<file path="config.mk">
export PLATFORM = sky130hd
export DESIGN_NAME = scalar_muldiv_unit
export DESIGN_NICKNAME = d
export VERILOG_FILES = /design/src/rtl/muldiv_pkg.sv /design/src/rtl/scalar_muldiv_unit_adder.sv /design/src/rtl/scalar_muldiv_unit.sv
export SDC_FILE = /design/constraint.sdc
export NUM_CORES = 1
export LEC_CHECK = 0
export BUFFER_PORTS_ARGS = -buffer_cell sky130_fd_sc_hd__buf_4
export CAP_MARGIN = 40
export CORE_ASPECT_RATIO = 1.75
export CORE_MARGIN = 4
export CORE_UTILIZATION = 35
export DETAILED_ROUTE_END_ITERATION = 8
export PLACE_DENSITY = 0.59
export SLEW_MARGIN = 20
export SYNTH_ARGS = -nofsm -noshare
export SYNTH_HDL_FRONTEND = slang
export SYNTH_HIERARCHICAL = 1
export SYNTH_SLANG_ARGS = --single-unit
</file>
<file path="constraint.sdc">
create_clock -name clk -period 5.4 [get_ports clk]
set_clock_uncertainty 0.1 [all_clocks]
set_input_delay 0.54 -clock clk [delete_from_list [all_inputs] [get_ports clk]]
set_output_delay 0.54 -clock clk [all_outputs]
set_load 0.02 [all_outputs]
</file>
<file path="src/rtl/muldiv_pkg.sv">
// Shared types and constants for the scalar multiply/divide unit.
package muldiv_pkg;

  typedef enum logic [1:0] {
    IDLE = 2'd0,
    RUN  = 2'd1,
    DONE = 2'd2
  } muldiv_state_t;

  localparam logic OP_MUL = 1'b0;
  localparam logic OP_DIV = 1'b1;

endpackage

</file>
<file path="src/rtl/scalar_muldiv_unit_adder.sv">
// N-bit ripple adder with carry in; C_flag is the carry out of the MSB.
// For subtraction the caller supplies the inverted operand and C_in=1, so
// C_flag=1 then means "no borrow".
module adder #(
  parameter int N = 24
) (
  input  logic [N-1:0] a,
  input  logic [N-1:0] b,
  input  logic         c_in,
  output logic [N-1:0] r,
  output logic         c_flag
);

  // Full-width sum including the carry out.
  always_comb begin
    {c_flag, r} = {1'b0, a} + {1'b0, b} + {{N{1'b0}}, c_in};
  end

endmodule

</file>
<file path="src/rtl/scalar_muldiv_unit.sv">
// Iterative unsigned multiply (shift-add) / divide (restoring), one bit per
// cycle, sharing a single N-bit adder between both operations.
module scalar_muldiv_unit
  import muldiv_pkg::*;
#(
  parameter int N = 24
) (
  input  logic         clk,
  input  logic         rst,
  input  logic         start,
  input  logic         op,
  input  logic [N-1:0] A,
  input  logic [N-1:0] B,
  output logic         busy,
  output logic         done,
  output logic [N-1:0] result_lo,
  output logic [N-1:0] result_hi,
  output logic         div_zero,
  output logic         N_flag,
  output logic         Z_flag
);

  localparam int CNT_W = $clog2(N + 1);

  muldiv_state_t    state_r;
  logic [CNT_W-1:0] count_r;
  logic             op_r;
  // MUL: multiplicand; DIV: divisor
  logic [N-1:0]     opnd_r;
  // MUL: upper partial product; DIV: partial remainder
  logic [N-1:0]     acc_hi_r;
  // MUL: multiplier shifting out / product low; DIV: dividend shifting out / quotient
  logic [N-1:0]     acc_lo_r;

  logic [N-1:0]     add_a_s;
  logic [N-1:0]     add_b_s;
  logic             add_cin_s;
  logic [N-1:0]     add_r_s;
  logic             add_c_s;

  logic [N-1:0]     rem_sh_s;
  logic             rmsb_s;
  logic             q_bit_s;
  logic [N-1:0]     acc_hi_nxt_s;
  logic [N-1:0]     acc_lo_nxt_s;

  adder #(.N(N)) u_adder (
    .a      (add_a_s),
    .b      (add_b_s),
    .c_in   (add_cin_s),
    .r      (add_r_s),
    .c_flag (add_c_s)
  );

  // Adder operand mux: MUL adds multiplicand to acc_hi, DIV subtracts divisor from the shifted remainder.
  always_comb begin
    rem_sh_s = {acc_hi_r[N-2:0], acc_lo_r[N-1]};
    rmsb_s   = acc_hi_r[N-1];
    if (op_r == OP_DIV) begin
      add_a_s   = rem_sh_s;
      add_b_s   = ~opnd_r;
      add_cin_s = 1'b1;
    end else begin
      add_a_s   = acc_hi_r;
      add_b_s   = opnd_r;
      add_cin_s = 1'b0;
    end
  end

  // Next accumulator values for one iteration of the selected operation.
  always_comb begin
    // rmsb set means the shifted remainder already exceeds any N-bit divisor
    q_bit_s = rmsb_s | add_c_s;
    if (op_r == OP_DIV) begin
      acc_hi_nxt_s = q_bit_s ? add_r_s : rem_sh_s;
      acc_lo_nxt_s = {acc_lo_r[N-2:0], q_bit_s};
    end else if (acc_lo_r[0]) begin
      acc_hi_nxt_s = {add_c_s, add_r_s[N-1:1]};
      acc_lo_nxt_s = {add_r_s[0], acc_lo_r[N-1:1]};
    end else begin
      acc_hi_nxt_s = {1'b0, acc_hi_r[N-1:1]};
      acc_lo_nxt_s = {acc_hi_r[0], acc_lo_r[N-1:1]};
    end
  end

  // Control FSM, iteration state and registered results/flags.
  always_ff @(posedge clk or negedge rst) begin
    if (!rst) begin
      state_r   <= IDLE;
      count_r   <= {CNT_W{1'b0}};
      op_r      <= OP_MUL;
      opnd_r    <= {N{1'b0}};
      acc_hi_r  <= {N{1'b0}};
      acc_lo_r  <= {N{1'b0}};
      busy      <= 1'b0;
      done      <= 1'b0;
      result_lo <= {N{1'b0}};
      result_hi <= {N{1'b0}};
      div_zero  <= 1'b0;
      N_flag    <= 1'b0;
      Z_flag    <= 1'b1;
    end else begin
      case (state_r)
        IDLE: begin
          done <= 1'b0;
          if (start) begin
            op_r     <= op;
            count_r  <= {CNT_W{1'b0}};
            acc_hi_r <= {N{1'b0}};
            busy     <= 1'b1;
            if (op == OP_DIV) begin
              opnd_r   <= B;
              acc_lo_r <= A;
            end else begin
              opnd_r   <= A;
              acc_lo_r <= B;
            end
            if ((op == OP_DIV) && (B == {N{1'b0}})) begin
              // Divide by zero skips iteration entirely
              result_lo <= {N{1'b1}};
              result_hi <= A;
              div_zero  <= 1'b1;
              N_flag    <= 1'b1;
              Z_flag    <= 1'b0;
              done      <= 1'b1;
              state_r   <= DONE;
            end else begin
              state_r <= RUN;
            end
          end else begin
            busy <= 1'b0;
          end
        end
        RUN: begin
          acc_hi_r <= acc_hi_nxt_s;
          acc_lo_r <= acc_lo_nxt_s;
          count_r  <= count_r + CNT_W'(1);
          if (count_r == CNT_W'(N - 1)) begin
            result_lo <= acc_lo_nxt_s;
            result_hi <= acc_hi_nxt_s;
            div_zero  <= 1'b0;
            N_flag    <= acc_lo_nxt_s[N-1];
            Z_flag    <= (acc_lo_nxt_s == {N{1'b0}});
            done      <= 1'b1;
            state_r   <= DONE;
          end else begin
            state_r <= RUN;
          end
        end
        DONE: begin
          done    <= 1'b0;
          busy    <= 1'b0;
          state_r <= IDLE;
        end
        default: begin
          done    <= 1'b0;
          busy    <= 1'b0;
          state_r <= IDLE;
        end
      endcase
    end
  end

endmodule
</file>
; Yosys cells after proc, flatten, opt, wreduce, memory -nomap -nowiden
; Index checks and enable logic that the tools add are counted.
[op_classes]
eq_ne = 5
muxes = 44
bitwise = 2
reduce_logical = 8
n_addsub = 3
[ops]
columns = cell, count
row1 = $mux W24, 17
row2 = $pmux W24 S2, 4
row3 = $logic_not A24 Y1, 2
row4 = $add A24 B24 Y25, 1
row5 = $add A25 B1 Y25, 1
row6 = $not A24 Y24, 1
row7 = $mux W1, 12
row8 = $pmux W1 S2, 5
row9 = $pmux W5 S2, 1
row10 = $mux W2, 3
row11 = $ne A2 B2 Y1 const B, 3
row12 = $add A5 B1 Y5 const B, 1
row13 = $eq A5 B5 Y1 const B, 1
row14 = $mux W5, 1
row15 = $pmux W2 S2, 1
row16 = $reduce_and A2 Y1, 2
row17 = $reduce_and A4 Y1, 1
row18 = $eq A2 B1 Y1 const B, 1
row19 = $logic_not A2 Y1, 1
row20 = $reduce_bool A2 Y1, 1
row21 = $logic_and A1 B1 Y1, 1
row22 = $or A1 B1 Y1, 1
[word_totals]
ff_bits = 133
output_inout_bits = 53
inputBits = 52

; Depth between registers and ports, before layout
; Gate-level depths: netlist of the first run.
[depth]
depth_word = 9
ltp_mapped = 19
ltp_nobuf = 14

; Cells and area by module
; Netlist of the first run, hierarchy kept.
[modules_own_cells]
columns = module, cells_per_inst, instances, area_per_inst_um2
row1 = scalar_muldiv_unit, 803, 1, 7387.1
row2 = adder, 171, 1, 1292.5

; Least setup slack after synthesis of the first run
; OpenSTA, ideal clock, no wires.
[synth_path]
kind = register to register
from = register op_r
to = register result_hi[16]
arrival_ns = 4.467
required_ns = 5.218
setup_time_ns = 0.082
path_stages_with_launch = 19
path_slack_ns = 0.751
n_path_buf = 4
synth_period_minus_slack_ns = 4.649
cell_sequence = dfrtp_1 buf_2 buf_2 buf_1 mux2_2 fa_1 fa_1 a21o_1 a221oi_2 or3_2 nand2_1 nand2b_4 a311o_1 nor2_1 buf_2 nand2_1 a21oi_1 o21ai_0 a31oi_1
[synth_between]
elab_chain_cells = 8
elab_cells_between_ends = 11
[synth_rtl]
columns = item, line
row1 = "start, declared", scalar_muldiv_unit.sv:27  ; logic op_r;
row2 = "start signal, assigned", scalar_muldiv_unit.sv:107  ; op_r <= op;
row3 = $mux W24, scalar_muldiv_unit.sv:59  ; if (op_r == OP_DIV) begin
row4 = net add_a_s[0], scalar_muldiv_unit.sv:35  ; logic [N-1:0] add_a_s;
row5 = $add A24 B24 Y25, scalar_muldiv_unit_adder.sv:16  ; {c_flag, r} = {1'b0, a} + {1'b0, b} + {{N{1'b0}}, c_in};
row6 = $add A25 B1 Y25, scalar_muldiv_unit_adder.sv:16
row7 = net add_c_s, scalar_muldiv_unit.sv:39  ; logic add_c_s;
row8 = $or A1 B1 Y1, scalar_muldiv_unit.sv:73  ; q_bit_s = rmsb_s | add_c_s;
row9 = $mux W24, scalar_muldiv_unit.sv:75  ; acc_hi_nxt_s = q_bit_s ? add_r_s : rem_sh_s;
row10 = $mux W24, scalar_muldiv_unit.sv:74  ; if (op_r == OP_DIV) begin
row11 = $mux W24, scalar_muldiv_unit.sv:138  ; if (count_r == CNT_W'(N - 1)) begin
row12 = $pmux W24 S2, scalar_muldiv_unit.sv:103  ; case (state_r)
row13 = "end signal, assigned", scalar_muldiv_unit.sv:98  ; result_hi <= {N{1'b0}};
row14 = "end signal, assigned", scalar_muldiv_unit.sv:140  ; result_hi <= acc_hi_nxt_s;
row15 = "end, declared", scalar_muldiv_unit.sv:17  ; output logic [N-1:0] result_hi,
; The timed path passes the listed nets, and every way through them passes these cells. The select of a mux whose other input is x is not followed.
; A chain may end at the register's enable or synchronous reset.

; Worst setup path in the final report of the first run
[layout_path]
from = register op_r
to = register result_hi[21]
[layout_between]
elab_chain_cells = 8
elab_cells_between_ends = 11
[layout_rtl]
columns = item, line
row1 = $mux W24, scalar_muldiv_unit.sv:59
row2 = net add_b_s[14], scalar_muldiv_unit.sv:36  ; logic [N-1:0] add_b_s;
row3 = $add A24 B24 Y25, scalar_muldiv_unit_adder.sv:16
row4 = $add A25 B1 Y25, scalar_muldiv_unit_adder.sv:16
row5 = net add_c_s, scalar_muldiv_unit.sv:39
row6 = $or A1 B1 Y1, scalar_muldiv_unit.sv:73
row7 = $mux W24, scalar_muldiv_unit.sv:75
row8 = $mux W24, scalar_muldiv_unit.sv:74
row9 = $mux W24, scalar_muldiv_unit.sv:138
row10 = $pmux W24 S2, scalar_muldiv_unit.sv:103
; The timed path passes the listed nets, and every way through them passes these cells. The select of a mux whose other input is x is not followed.

==> results_tabular.tex, run 1 <==
\begin{tabular}{lr}
\hline
Metric & Value \\
\hline
\multicolumn{2}{l}{\textbf{CTS}} \\
\quad Post-CTS Setup Repair Bufs & 0 \\
\quad Worst-skew pair later-pin latency & 440 ps \\
\quad Clock root buffer master & clkbuf\_16 \\
\quad CTS H-Tree Depth & 4 \\
\quad Number of sinks on the clock net & 132 \\
\quad CTS tree & done \\
\quad Number of buffers on the longest clock path & 2 \\
\quad Number of buffers created by CTS & 17 \\
\quad Clock-pin slew of the registers on the worst-case setup and hold paths & 60 ps \\
\multicolumn{2}{l}{\textbf{Yosys}} \\
\quad Sequential element share of the synthesized area & 38.1\% \\
\quad Post-synthesis share of cell area spent on full adders, half adders and majority gates & 3.92\% \\
\quad Number of standard cells after synthesis & 974 \\
\quad Most used flip-flop cell after synthesis & dfrtp\_1 \\
\quad Syn Area/Cell & 8.91 um\^{}2 \\
\quad Fraction of synthesized cell area in xor and xnor cells & 4.64\% \\
\quad Synth warnings & 6 \\
\quad Synth unique cells & 64 \\
\quad \#FFs+latches synth & 132 \\
\quad Number of flops mapped to enable cells by yosys & 0 \\
\quad Combinational family with the most area after synthesis & compound AO/OA/AOI/OAI gates \\
\quad Async SR Flop Fraction & 100\% \\
\quad Synth Area in Compound Gates & 18.6\% \\
\quad Multiplexer area fraction after synthesis & 14.5\% \\
\quad Cell Area, Synth & 8680 um\^{}2 \\
\quad Mapped Nets & 1052 \\
\quad Post-synthesis simple-gate area fraction & 15.6\% \\
\multicolumn{2}{l}{\textbf{Placed design}} \\
\quad HPWL after detailed placement & 20300 um \\
\quad Number of buffers added on ports & 104 \\
\quad Gp weighted congestion & 0.891 \\
\multicolumn{2}{l}{\textbf{Setup path}} \\
\quad Startpoint-to-endpoint class of the critical path & flip-flop to flip-flop \\
\quad Highest cell delay on the worst timing path & 670 ps \\
\quad Required time of the critical path & 5600 ps \\
\quad Startpoint class of the critical path & flip-flop \\
\quad Crit path capture type & flip-flop \\
\quad Family with the most delay on the worst path & simple AND/OR/NAND/NOR gates \\
\quad Maximum fanout count along the critical path & 59 \\
\quad Critical-path cell list & buf\_4 > xor2\_1 > ha\_1 > and4\_1 > o2111ai\_1 > or3\_2 > nand2\_1 > nand2b\_4 > a311o\_1 > nor2\_1 > buf\_4 > nand2\_1 > a21oi\_1 > o21ai\_0 > a31oi\_1 \\
\quad Cell with the largest stage delay on the worst path & buf\_4 \\
\quad Data arrival at the endpoint of the critical path & 4690 ps \\
\quad Worst path bufs/invs & 2 \\
\multicolumn{2}{l}{\textbf{Timing}} \\
\quad Total negative setup slack & 0 ps \\
\quad Number of setup violations in the final report & 0 \\
\quad Max frequency & 0.223 GHz \\
\quad Period utilization & 83.1\% \\
\quad Final Slew Violations & 0 \\
\quad Number of endpoints with negative hold slack in the final report & 0 \\
\quad Clock period minus final worst setup slack & 4490 ps \\
\quad Hold Worst Slack & 285 ps \\
\quad RSZ-0062 raised after global routing & no \\
\quad Max-slew headroom & 42.0\% \\
\quad Transition time at the pin with the least slew margin & 869 ps \\
\multicolumn{2}{l}{\textbf{Layout}} \\
\quad Nets@finish & 1116 \\
\quad Share of cells above drive strength 1 & 19.2\% \\
\quad Number of inserted diodes & 0 \\
\quad Area growth from synthesis to layout & 18.8\% \\
\multicolumn{2}{l}{\textbf{Global route}} \\
\quad Number of antenna violations at the first check in global routing & 0 \\
\quad Global Route Usage Sum & 20.5\% \\
\quad Global-route track usage on met2 & 37.9\% \\
\quad Vias in the first global route & 7905 \\
\quad Global route hottest layer & met2 \\
\quad Global routing met1 resource utilization & 22.3\% \\
\quad Global-route wire length before repair & 44000 um \\
\quad GR Util met3 & 3.40\% \\
\quad Maximum number of pins on one net before global-route repair & 83 \\
\quad Global-route congestion overflow total & 0 \\
\multicolumn{2}{l}{\textbf{Detailed routing}} \\
\quad Total wire length after detailed routing & 28000 um \\
\quad Vias & 7714 \\
\quad Via-to-Cell Ratio & 5.66 \\
\quad DR DRC count & 0 \\
\quad Avg WL per Cell & 20.6 um \\
\quad Drt first pass iters & 5 \\
\quad Starting DRC count in detailed routing & 399 \\
\quad Detail Route Antenna Nets & 0 \\
\multicolumn{2}{l}{\textbf{Floorplan}} \\
\quad Top-Level Pins & 105 \\
\quad Row cnt & 76 \\
\quad Die height & 216 um \\
\quad Starting density of the core & 35.4\% \\
\quad Core Box Area & 24500 um\^{}2 \\
\quad Chip width & 127 um \\
\quad Total die area & 27500 um\^{}2 \\
\multicolumn{2}{l}{\textbf{Min path}} \\
\quad Worst hold path type & input port to flip-flop \\
\multicolumn{2}{l}{\textbf{Run status}} \\
\quad Outcome & complete, no violations \\
\multicolumn{2}{l}{\textbf{Flow run}} \\
\quad Number of max-cap violations & 0 \\
\hline
\end{tabular}
-- per-stage QoR --
step / worst slack (ps) / cell area [um^2] / instances / util [%]
3_3_place_gp: 901 / 9620 / 1326 / 39.2
2_1_floorplan: 751 / 8680 / 974 / -
4_1_cts: 945 / 10300 / 1361 / 41.9
5_1_grt: 660 / 10300 / 1363 / 42.0
6_report: 913 / 10300 / 1363 / 42.0
3_5_place_dp: 951 / 9680 / 1329 / 39.5
-- layer usage --
| layer | vias up | wire length, um |
|---|---|---|
| met5 | - | 0 |
| met4 | 0 | 1270 |
| met3 | 68 | 846 |
| met2 | 169 | 15300 |
| met1 | 3825 | 10600 |
| li1 | 3652 | - |
-- worst min-delay path: stages --
cell     delay (ps)
buf_4           120
nand2_1          50
a31oi_1          70
-- path summary, 6_finish.rpt --
kind	from	endpoint	slack [ps]	cells past startpoint
min	A[20]	result_hi[20]$_DFFE_PN0P_	290	3
max in group asynchronous	rst	count_r[2]$_DFFE_PN0P_	3980	3
min reg2reg	busy$_DFFE_PN0N_	busy$_DFFE_PN0N_	380	2
max reg2reg	op_r$_DFFE_PN0P_	result_hi[21]$_DFFE_PN0P_	910	15
max	op_r$_DFFE_PN0P_	result_hi[21]$_DFFE_PN0P_	910	15
min in group asynchronous	rst	result_hi[18]$_DFFE_PN0P_	340	2
-- cells in the final DEF, fill, tap and decap left out, drive strengths merged, types with 3 or more instances in the layout --
cell,instances
a211oi,6
a21o,12
a21oi,44
a221oi,23
a2bb2oi,4
a311o,4
a31oi,49
and3,5
buf,125
bufinv,3
clkbuf,22
clkinv,6
dfrtp,131
ha,24
inv,6
mux2,30
mux2i,91
nand2,141
nand2b,6
nand3,10
nand4,4
nor2,59
nor2b,3
nor3,54
nor4,11
o211ai,6
o21ai,90
o21bai,5
xnor2,11
xor2,35
-- what timing repair did --
item	in CTS	in global routing
resized for setup	0	0
hold buffers	0	1
hold endpoints to repair	0	3
-- cells in the mapped netlist (9+ instances only) --
cell type,n,share of area (%)
buf_2,28,1.6
buf_4,9,0.78
mux2_2,28,3.6
nand3_1,10,0.58
xnor2_1,11,1.1
dfrtp_1,131,38
xor2_1,35,3.5
a21oi_1,43,2.5
nand2_1,141,6.1
nor4_1,11,0.79
clkbuf_1,38,1.6
a21o_1,12,1.0
a31oi_1,49,3.5
a221oi_1,21,2.1
nor3_1,54,3.1
nor2_1,59,2.6
ha_1,24,3.5
o21ai_0,84,4.8
mux2i_1,91,10
-- layout make-up --
cell class,instances,area [um^2]
tap,312,390
clock inverter,10,130
timing repair buffer,126,1010
inverter,7,26.3
clock buffer,22,464
fill,2511,14200
multi-input combinational,754,4990
sequential,132,3310
-- sequential cells by signal, summed over array words and instances, names as in the netlist, 2 cells and up --
register / flops
acc_hi_r: 24
acc_lo_r: 24
opnd_r: 24
result_hi: 24
result_lo: 24
count_r: 5
state_r: 2
-- kinds of logic after synthesis --
group,after synthesis
DFF,132
adders and majority gates,26
buffers and inverters,88
muxes,121
xor gates and xnor gates,46
AOI/OAI and AO/OA,256
and+or+nand+nor,305
Power of run 1 is not shown: default switching activity piles up to over one toggle a cycle in this logic, so the estimate is an artifact.
==> inputs of run 2 (changes only) <==
==> constraint.sdc (replaced) <==
create_clock -name clk -period 4.5 [get_ports clk]
set_clock_uncertainty 0.1 [all_clocks]
set_input_delay 0.45 -clock clk [delete_from_list [all_inputs] [get_ports clk]]
set_output_delay 0.45 -clock clk [all_outputs]
set_load 0.02 [all_outputs]
==> run 2 against run 1 <==
Effect of this change:
- final cell count is 0.59% higher
- non-clock buffer count is 8 higher
- sequential share of layout area is 0.17 points lower
- clock-buffer cell count is 2 higher
- maximum frequency is 6.9% higher
- critical endpoint is now result_hi[16]$_DFFE_PN0P_
==> results_tabular.tex, run 2 (synthesis results as in run 1) <==
\begin{tabular}{lr}
\hline
Metric & Value \\
\hline
\multicolumn{2}{l}{\textbf{Timing}} \\
\quad Period utilization & 93.3\% (was 83.1\%) \\
\quad RSZ-0062 raised after global routing & no (unchanged) \\
\quad Total negative setup slack & 0 ps (unchanged) \\
\quad Number of setup violations in the final report & 0 (unchanged) \\
\quad Transition time at the pin with the least slew margin & 856 ps (was 869 ps) \\
\quad Number of endpoints with negative hold slack in the final report & 0 (unchanged) \\
\quad Max frequency & 0.238 GHz (was 0.223 GHz) \\
\quad Max-slew headroom & 42.9\% (was 42.0\%) \\
\quad Clock period minus final worst setup slack & 4200 ps (was 4490 ps) \\
\quad Final Slew Violations & 0 (unchanged) \\
\multicolumn{2}{l}{\textbf{Detailed routing}} \\
\quad Drt first pass iters & 6 (was 5) \\
\quad Total wire length after detailed routing & 28300 um (was 28000 um) \\
\quad DR DRC count & 0 (unchanged) \\
\quad Via-to-Cell Ratio & 5.66 (about the same) \\
\quad Starting DRC count in detailed routing & 377 (was 399) \\
\quad Detail Route Antenna Nets & 0 (unchanged) \\
\quad Avg WL per Cell & 20.7 um (was 20.6 um) \\
\quad Vias & 7763 (was 7714) \\
\multicolumn{2}{l}{\textbf{CTS}} \\
\quad Number of buffers created by CTS & 17 (unchanged) \\
\quad CTS H-Tree Depth & 4 (unchanged) \\
\quad CTS tree & done (unchanged) \\
\quad Clock-pin slew of the registers on the worst-case setup and hold paths & 60 ps (about the same) \\
\quad Number of buffers on the longest clock path & 2 (unchanged) \\
\quad Post-CTS Setup Repair Bufs & 0 (unchanged) \\
\quad Clock root buffer master & clkbuf\_16 (unchanged) \\
\quad Worst-skew pair later-pin latency & 440 ps (about the same) \\
\quad Number of sinks on the clock net & 132 (unchanged) \\
\multicolumn{2}{l}{\textbf{Global route}} \\
\quad Number of antenna violations at the first check in global routing & 0 (unchanged) \\
\quad Global-route wire length before repair & 44600 um (was 44000 um) \\
\quad Global Route Usage Sum & 20.7\% (was 20.5\%) \\
\quad Maximum number of pins on one net before global-route repair & 69 (was 83) \\
\quad Vias in the first global route & 7971 (was 7905) \\
\quad Global-route congestion overflow total & 0 (unchanged) \\
\multicolumn{2}{l}{\textbf{Setup path}} \\
\quad Number of cells on the worst reg-to-reg path & 14 (was 15) \\
\quad Maximum fanout count along the critical path & 9 (was 59) \\
\quad Worst flop-to-flop path startpoint & op\_r\$\_DFFE\_PN0P\_ (unchanged) \\
\quad Data arrival at the endpoint of the critical path & 4390 ps (was 4690 ps) \\
\quad Register-to-Register Setup Slack & 300 ps (was 910 ps) \\
\quad Startpoint class of the critical path & flip-flop (unchanged) \\
\quad Startpoint-to-endpoint class of the critical path & flip-flop to flip-flop (unchanged) \\
\quad Terminus of the critical flop-to-flop path & result\_hi[16]\$\_DFFE\_PN0P\_ (was result\_hi[21]\$\_DFFE\_PN0P\_) \\
\quad Required time of the critical path & 4690 ps (was 5600 ps) \\
\quad Crit path capture type & flip-flop (unchanged) \\
\multicolumn{2}{l}{\textbf{Layout}} \\
\quad Count of fill cells added during filler insertion & 2489 (was 2511) \\
\quad Area growth from synthesis to layout & 19.4\% (was 18.8\%) \\
\quad Nets@finish & 1124 (was 1116) \\
\quad Share of cells above drive strength 1 & 19.8\% (was 19.2\%) \\
\quad Final Cell Area & 10400 um\^{}2 (was 10300 um\^{}2) \\
\quad Number of inserted diodes & 0 (unchanged) \\
\quad Most common cell after layout, fill and taps aside & nand2\_1 (unchanged) \\
\quad Top library cells by usage in the layout, fill and taps aside & nand2\_1 (141), dfrtp\_1 (130), buf\_4 (130) (was nand2\_1 (141), dfrtp\_1 (130), buf\_4 (120)) \\
\multicolumn{2}{l}{\textbf{Placed design}} \\
\quad Dpl cell area & 9740 um\^{}2 (was 9680 um\^{}2) \\
\quad HPWL after detailed placement & 20900 um (was 20300 um) \\
\quad Number of buffers added on ports & 104 (unchanged) \\
\quad Gp weighted congestion & 0.871 (was 0.891) \\
\multicolumn{2}{l}{\textbf{Min path}} \\
\quad Number of cells traversed by the worst hold path & 3 (unchanged) \\
\quad Worst hold path type & input port to flip-flop (unchanged) \\
\quad Hold-critical path endpoint & result\_hi[20]\$\_DFFE\_PN0P\_ (unchanged) \\
\quad Worst hold path startpoint & A[20] (unchanged) \\
\multicolumn{2}{l}{\textbf{Flow run}} \\
\quad Number of max-cap violations & 0 (unchanged) \\
\multicolumn{2}{l}{\textbf{Floorplan}} \\
\quad Total die area & 27500 um\^{}2 (unchanged) \\
\quad Die height & 216 um (unchanged) \\
\quad Chip width & 127 um (unchanged) \\
\quad Top-Level Pins & 105 (unchanged) \\
\quad Core Box Area & 24500 um\^{}2 (unchanged) \\
\quad Row cnt & 76 (unchanged) \\
\quad Starting density of the core & 35.4\% (unchanged) \\
\multicolumn{2}{l}{\textbf{Run status}} \\
\quad Outcome & complete, no violations (unchanged) \\
\hline
\end{tabular}
## run 2: per-layer routing
metal / part of all wire (%) / GRT usage (%) / vias up
met5: 0 / 0 / -
met4: 4.9 / 11.0 / 0
met3: 3.2 / 2.89 / 57
met2: 54 / 38.1 / 195
met1: 38 / 22.6 / 3847
li1: - / - / 3664
## run 2: cell type report
type,count,area (um^2),share of cell area (%)
Clock buffer,24,492,4.74
Clock inverter,8,124,1.19
Inverter,7,26.3,0.253
Multi-Input combinational cell,754,4990,48.1
Sequential cell,132,3310,31.9
Tap cell,312,390,3.77
Timing Repair Buffer,134,1040,10.0
## run 2: worst max-delay path by stage
stage	slack [ps]	depth (start not counted)	endpoint	start
2_1_floorplan	6	18	result_hi[16]$_DFFE_PN0P_	op_r$_DFFE_PN0P_
3_3_place_gp	430	14	result_hi[16]$_DFFE_PN0P_	op_r$_DFFE_PN0P_
3_5_place_dp	310	14	result_hi[16]$_DFFE_PN0P_	op_r$_DFFE_PN0P_
4_1_cts	290	14	result_hi[16]$_DFFE_PN0P_	op_r$_DFFE_PN0P_
5_1_grt	30	14	result_hi[16]$_DFFE_PN0P_	op_r$_DFFE_PN0P_
6_report	300	14	result_hi[16]$_DFFE_PN0P_	op_r$_DFFE_PN0P_
## run 2: what timing repair did
action	in CTS	in global routing
hold buffers	1	0
hold endpoints to repair	28	0
resized for setup	0	1
endpoints found under the setup margin	0	1
## run 2: critical path, stage by stage (launching register included)
cell and delay, ps:
dfrtp_4 510, mux2_2 300, fa_1 500, fa_1 450, a21o_1 230, a221oi_2 280, or3_2 170, nand2_1 90
nand2b_4 170, a311o_1 320, buf_4 190, o21ai_0 160, a21oi_1 80, o21ai_0 360, a31oi_1 140
## run 2: through the flow
stage	instances	worst slack [ps]	hold slack [ps]	utilization, %
finish	1371	301	200	42.3
CTS	1371	292	183	42.3
global placement	1336	426	371	39.5
detailed placement	1338	311	244	39.7
global route	1371	32.9	205	42.3
floorplan	974	5.64	54.4	-
Power of run 2 is left out for the same reason.
==> inputs of run 3 (changes only) <==
--- a/config.mk
+++ b/config.mk
@@ -9,9 +9,9 @@
 export CAP_MARGIN = 40
 export CORE_ASPECT_RATIO = 1.75
 export CORE_MARGIN = 4
-export CORE_UTILIZATION = 35
+export CORE_UTILIZATION = 50
 export DETAILED_ROUTE_END_ITERATION = 8
-export PLACE_DENSITY = 0.59
+export PLACE_DENSITY = 0.76
 export SLEW_MARGIN = 20
 export SYNTH_ARGS = -nofsm -noshare
 export SYNTH_HDL_FRONTEND = slang
==> run 3 against run 2 <==
Effect of this change:
- sequential cell count unchanged
- maximum frequency shrank 1.1%
- wire length shrank 4.9%
- critical path type unchanged
==> results_tabular.tex, run 3 (synthesis results as in run 1) <==
\begin{tabular}{lr}
\hline
Metric & Value \\
\hline
\multicolumn{2}{l}{\textbf{Layout}} \\
\quad Register Area & 3310 um\^{}2 (unchanged) \\
\quad Multi-input logic area & 4990 um\^{}2 (unchanged) \\
\quad Nets@finish & 1122 (was 1124) \\
\quad Share of cells above drive strength 1 & 19.7\% (was 19.8\%) \\
\quad Number of inserted diodes & 0 (unchanged) \\
\quad Count of fill cells added during filler insertion & 1478 (was 2489) \\
\quad Most common cell after layout, fill and taps aside & nand2\_1 (unchanged) \\
\quad Top library cells by usage in the layout, fill and taps aside & nand2\_1 (141), dfrtp\_1 (130), buf\_4 (128) (was nand2\_1 (141), dfrtp\_1 (130), buf\_4 (130)) \\
\quad Area growth from synthesis to layout & 18.0\% (was 19.4\%) \\
\multicolumn{2}{l}{\textbf{CTS}} \\
\quad Post-CTS Setup Repair Bufs & 0 (unchanged) \\
\quad CTS H-Tree Depth & 4 (unchanged) \\
\quad Worst-skew pair later-pin latency & 420 ps (was 440 ps) \\
\quad Number of buffers on the longest clock path & 2 (unchanged) \\
\quad Number of sinks on the clock net & 132 (unchanged) \\
\quad CTS tree & done (unchanged) \\
\quad Clock-pin slew of the registers on the worst-case setup and hold paths & 60 ps (about the same) \\
\quad Number of buffers created by CTS & 17 (unchanged) \\
\quad Clock root buffer master & clkbuf\_16 (unchanged) \\
\multicolumn{2}{l}{\textbf{Floorplan}} \\
\quad Row cnt & 63 (was 76) \\
\quad Core Box Area & 17000 um\^{}2 (was 24500 um\^{}2) \\
\quad Starting density of the core & 51.0\% (was 35.4\%) \\
\quad Chip width & 108 um (was 127 um) \\
\quad Die height & 182 um (was 216 um) \\
\quad Top-Level Pins & 105 (unchanged) \\
\quad Total die area & 19600 um\^{}2 (was 27500 um\^{}2) \\
\multicolumn{2}{l}{\textbf{Global route}} \\
\quad Global-route congestion overflow total & 0 (unchanged) \\
\quad Number of antenna violations at the first check in global routing & 0 (unchanged) \\
\quad Global-route wire length before repair & 43200 um (was 44600 um) \\
\quad Vias in the first global route & 8018 (was 7971) \\
\quad Global Route Usage Sum & 28.0\% (was 20.7\%) \\
\quad Maximum number of pins on one net before global-route repair & 81 (was 69) \\
\multicolumn{2}{l}{\textbf{Flow run}} \\
\quad Number of max-cap violations & 0 (unchanged) \\
\multicolumn{2}{l}{\textbf{Placed design}} \\
\quad HPWL after detailed placement & 18900 um (was 20900 um) \\
\quad Gp weighted congestion & 0.893 (was 0.871) \\
\quad Number of buffers added on ports & 104 (unchanged) \\
\multicolumn{2}{l}{\textbf{Setup path}} \\
\quad Maximum fanout count along the critical path & 19 (was 9) \\
\quad Startpoint-to-endpoint class of the critical path & flip-flop to flip-flop (unchanged) \\
\quad Crit path capture type & flip-flop (unchanged) \\
\quad Number of cells on the worst reg-to-reg path & 14 (unchanged) \\
\quad Startpoint class of the critical path & flip-flop (unchanged) \\
\quad Required time of the critical path & 4680 ps (was 4690 ps) \\
\quad Data arrival at the endpoint of the critical path & 4420 ps (was 4390 ps) \\
\multicolumn{2}{l}{\textbf{Timing}} \\
\quad Number of setup violations in the final report & 0 (unchanged) \\
\quad Max frequency & 0.236 GHz (was 0.238 GHz) \\
\quad RSZ-0062 raised after global routing & no (unchanged) \\
\quad Period utilization & 94.3\% (was 93.3\%) \\
\quad Number of endpoints with negative hold slack in the final report & 0 (unchanged) \\
\quad Clock period minus final worst setup slack & 4240 ps (was 4200 ps) \\
\quad Max-slew headroom & 42.0\% (was 42.9\%) \\
\quad Hold Worst Slack & 220 ps (was 200 ps) \\
\quad Transition time at the pin with the least slew margin & 870 ps (was 856 ps) \\
\quad Total negative setup slack & 0 ps (unchanged) \\
\quad Final Slew Violations & 0 (unchanged) \\
\multicolumn{2}{l}{\textbf{Detailed routing}} \\
\quad DR DRC count & 0 (unchanged) \\
\quad Drt first pass iters & 5 (was 6) \\
\quad Detail Route Antenna Nets & 0 (unchanged) \\
\quad Vias & 7951 (was 7763) \\
\quad Via-to-Cell Ratio & 6.20 (was 5.66) \\
\quad Avg WL per Cell & 21.0 um (was 20.7 um) \\
\quad Total wire length after detailed routing & 26900 um (was 28300 um) \\
\quad Starting DRC count in detailed routing & 539 (was 377) \\
\multicolumn{2}{l}{\textbf{Min path}} \\
\quad Worst hold path type & input port to flip-flop (unchanged) \\
\quad Number of cells traversed by the worst hold path & 3 (unchanged) \\
\multicolumn{2}{l}{\textbf{Run status}} \\
\quad Outcome & complete, no violations (unchanged) \\
\hline
\end{tabular}
run 3: final timing paths:
kind,from,slack [ps],to
setup reg to reg,op_r$_DFFE_PN0P_,260,result_hi[20]$_DFFE_PN0P_
max in group asynchronous,rst,3270,acc_hi_r[4]$_DFFE_PN0P_
setup / recovery,op_r$_DFFE_PN0P_,260,result_hi[20]$_DFFE_PN0P_
hold reg to reg,busy$_DFFE_PN0N_,380,busy$_DFFE_PN0N_
hold / removal,A[20],220,result_hi[20]$_DFFE_PN0P_
min in group asynchronous,rst,340,div_zero$_DFFE_PN0P_
run 3: cell type report:
type	instances	area share [%]
clock buffers	21	4.50
well taps	227	2.77
repair buffers	132	9.97
clock inverters	10	1.51
inverters	7	0.257
multi-input cells	754	48.7
flip-flops and latches	132	32.3
run 3: through the flow:
stage | worst slack (ps) | util, % | instance area [um^2] | cells
2_1_floorplan | 5.64 | - | 8680 | 974
6_report | 257 | 60.2 | 10200 | 1283
4_1_cts | 317 | 60.1 | 10200 | 1283
3_3_place_gp | 433 | 56.3 | 9590 | 1250
3_5_place_dp | 325 | 56.5 | 9610 | 1251
5_1_grt | 10.2 | 60.2 | 10200 | 1283
run 3: worst max-delay path, stage by stage (launching register included):
cell and delay (ps):
dfrtp_4 510, mux2_2 370, fa_1 480, fa_1 440, a21o_1 230, a221oi_2 260, or3_2 170, nand2_1 100
nand2b_4 170, a311o_1 300, buf_4 220, o21ai_0 200, a21oi_1 90, o21ai_0 320, a31oi_1 130
run 3: what timing repair did:
action,4_1_cts,5_1_grt
hold buffers,1,0
hold endpoints to repair,18,0
setup endpoints to repair,0,2
resized for setup,0,2
run 3: routing by layer:
| metal | vias up | part of all wire [%] | track usage (%) |
|---|---|---|---|
| li1 | 3663 | - | - |
| met1 | 3905 | 38 | 33.3 |
| met3 | 88 | 4.5 | 3.01 |
| met4 | 0 | 6.3 | 16.9 |
| met2 | 295 | 51 | 47.9 |
| met5 | - | 0 | 0 |
Power of run 3 is left out for the same reason.
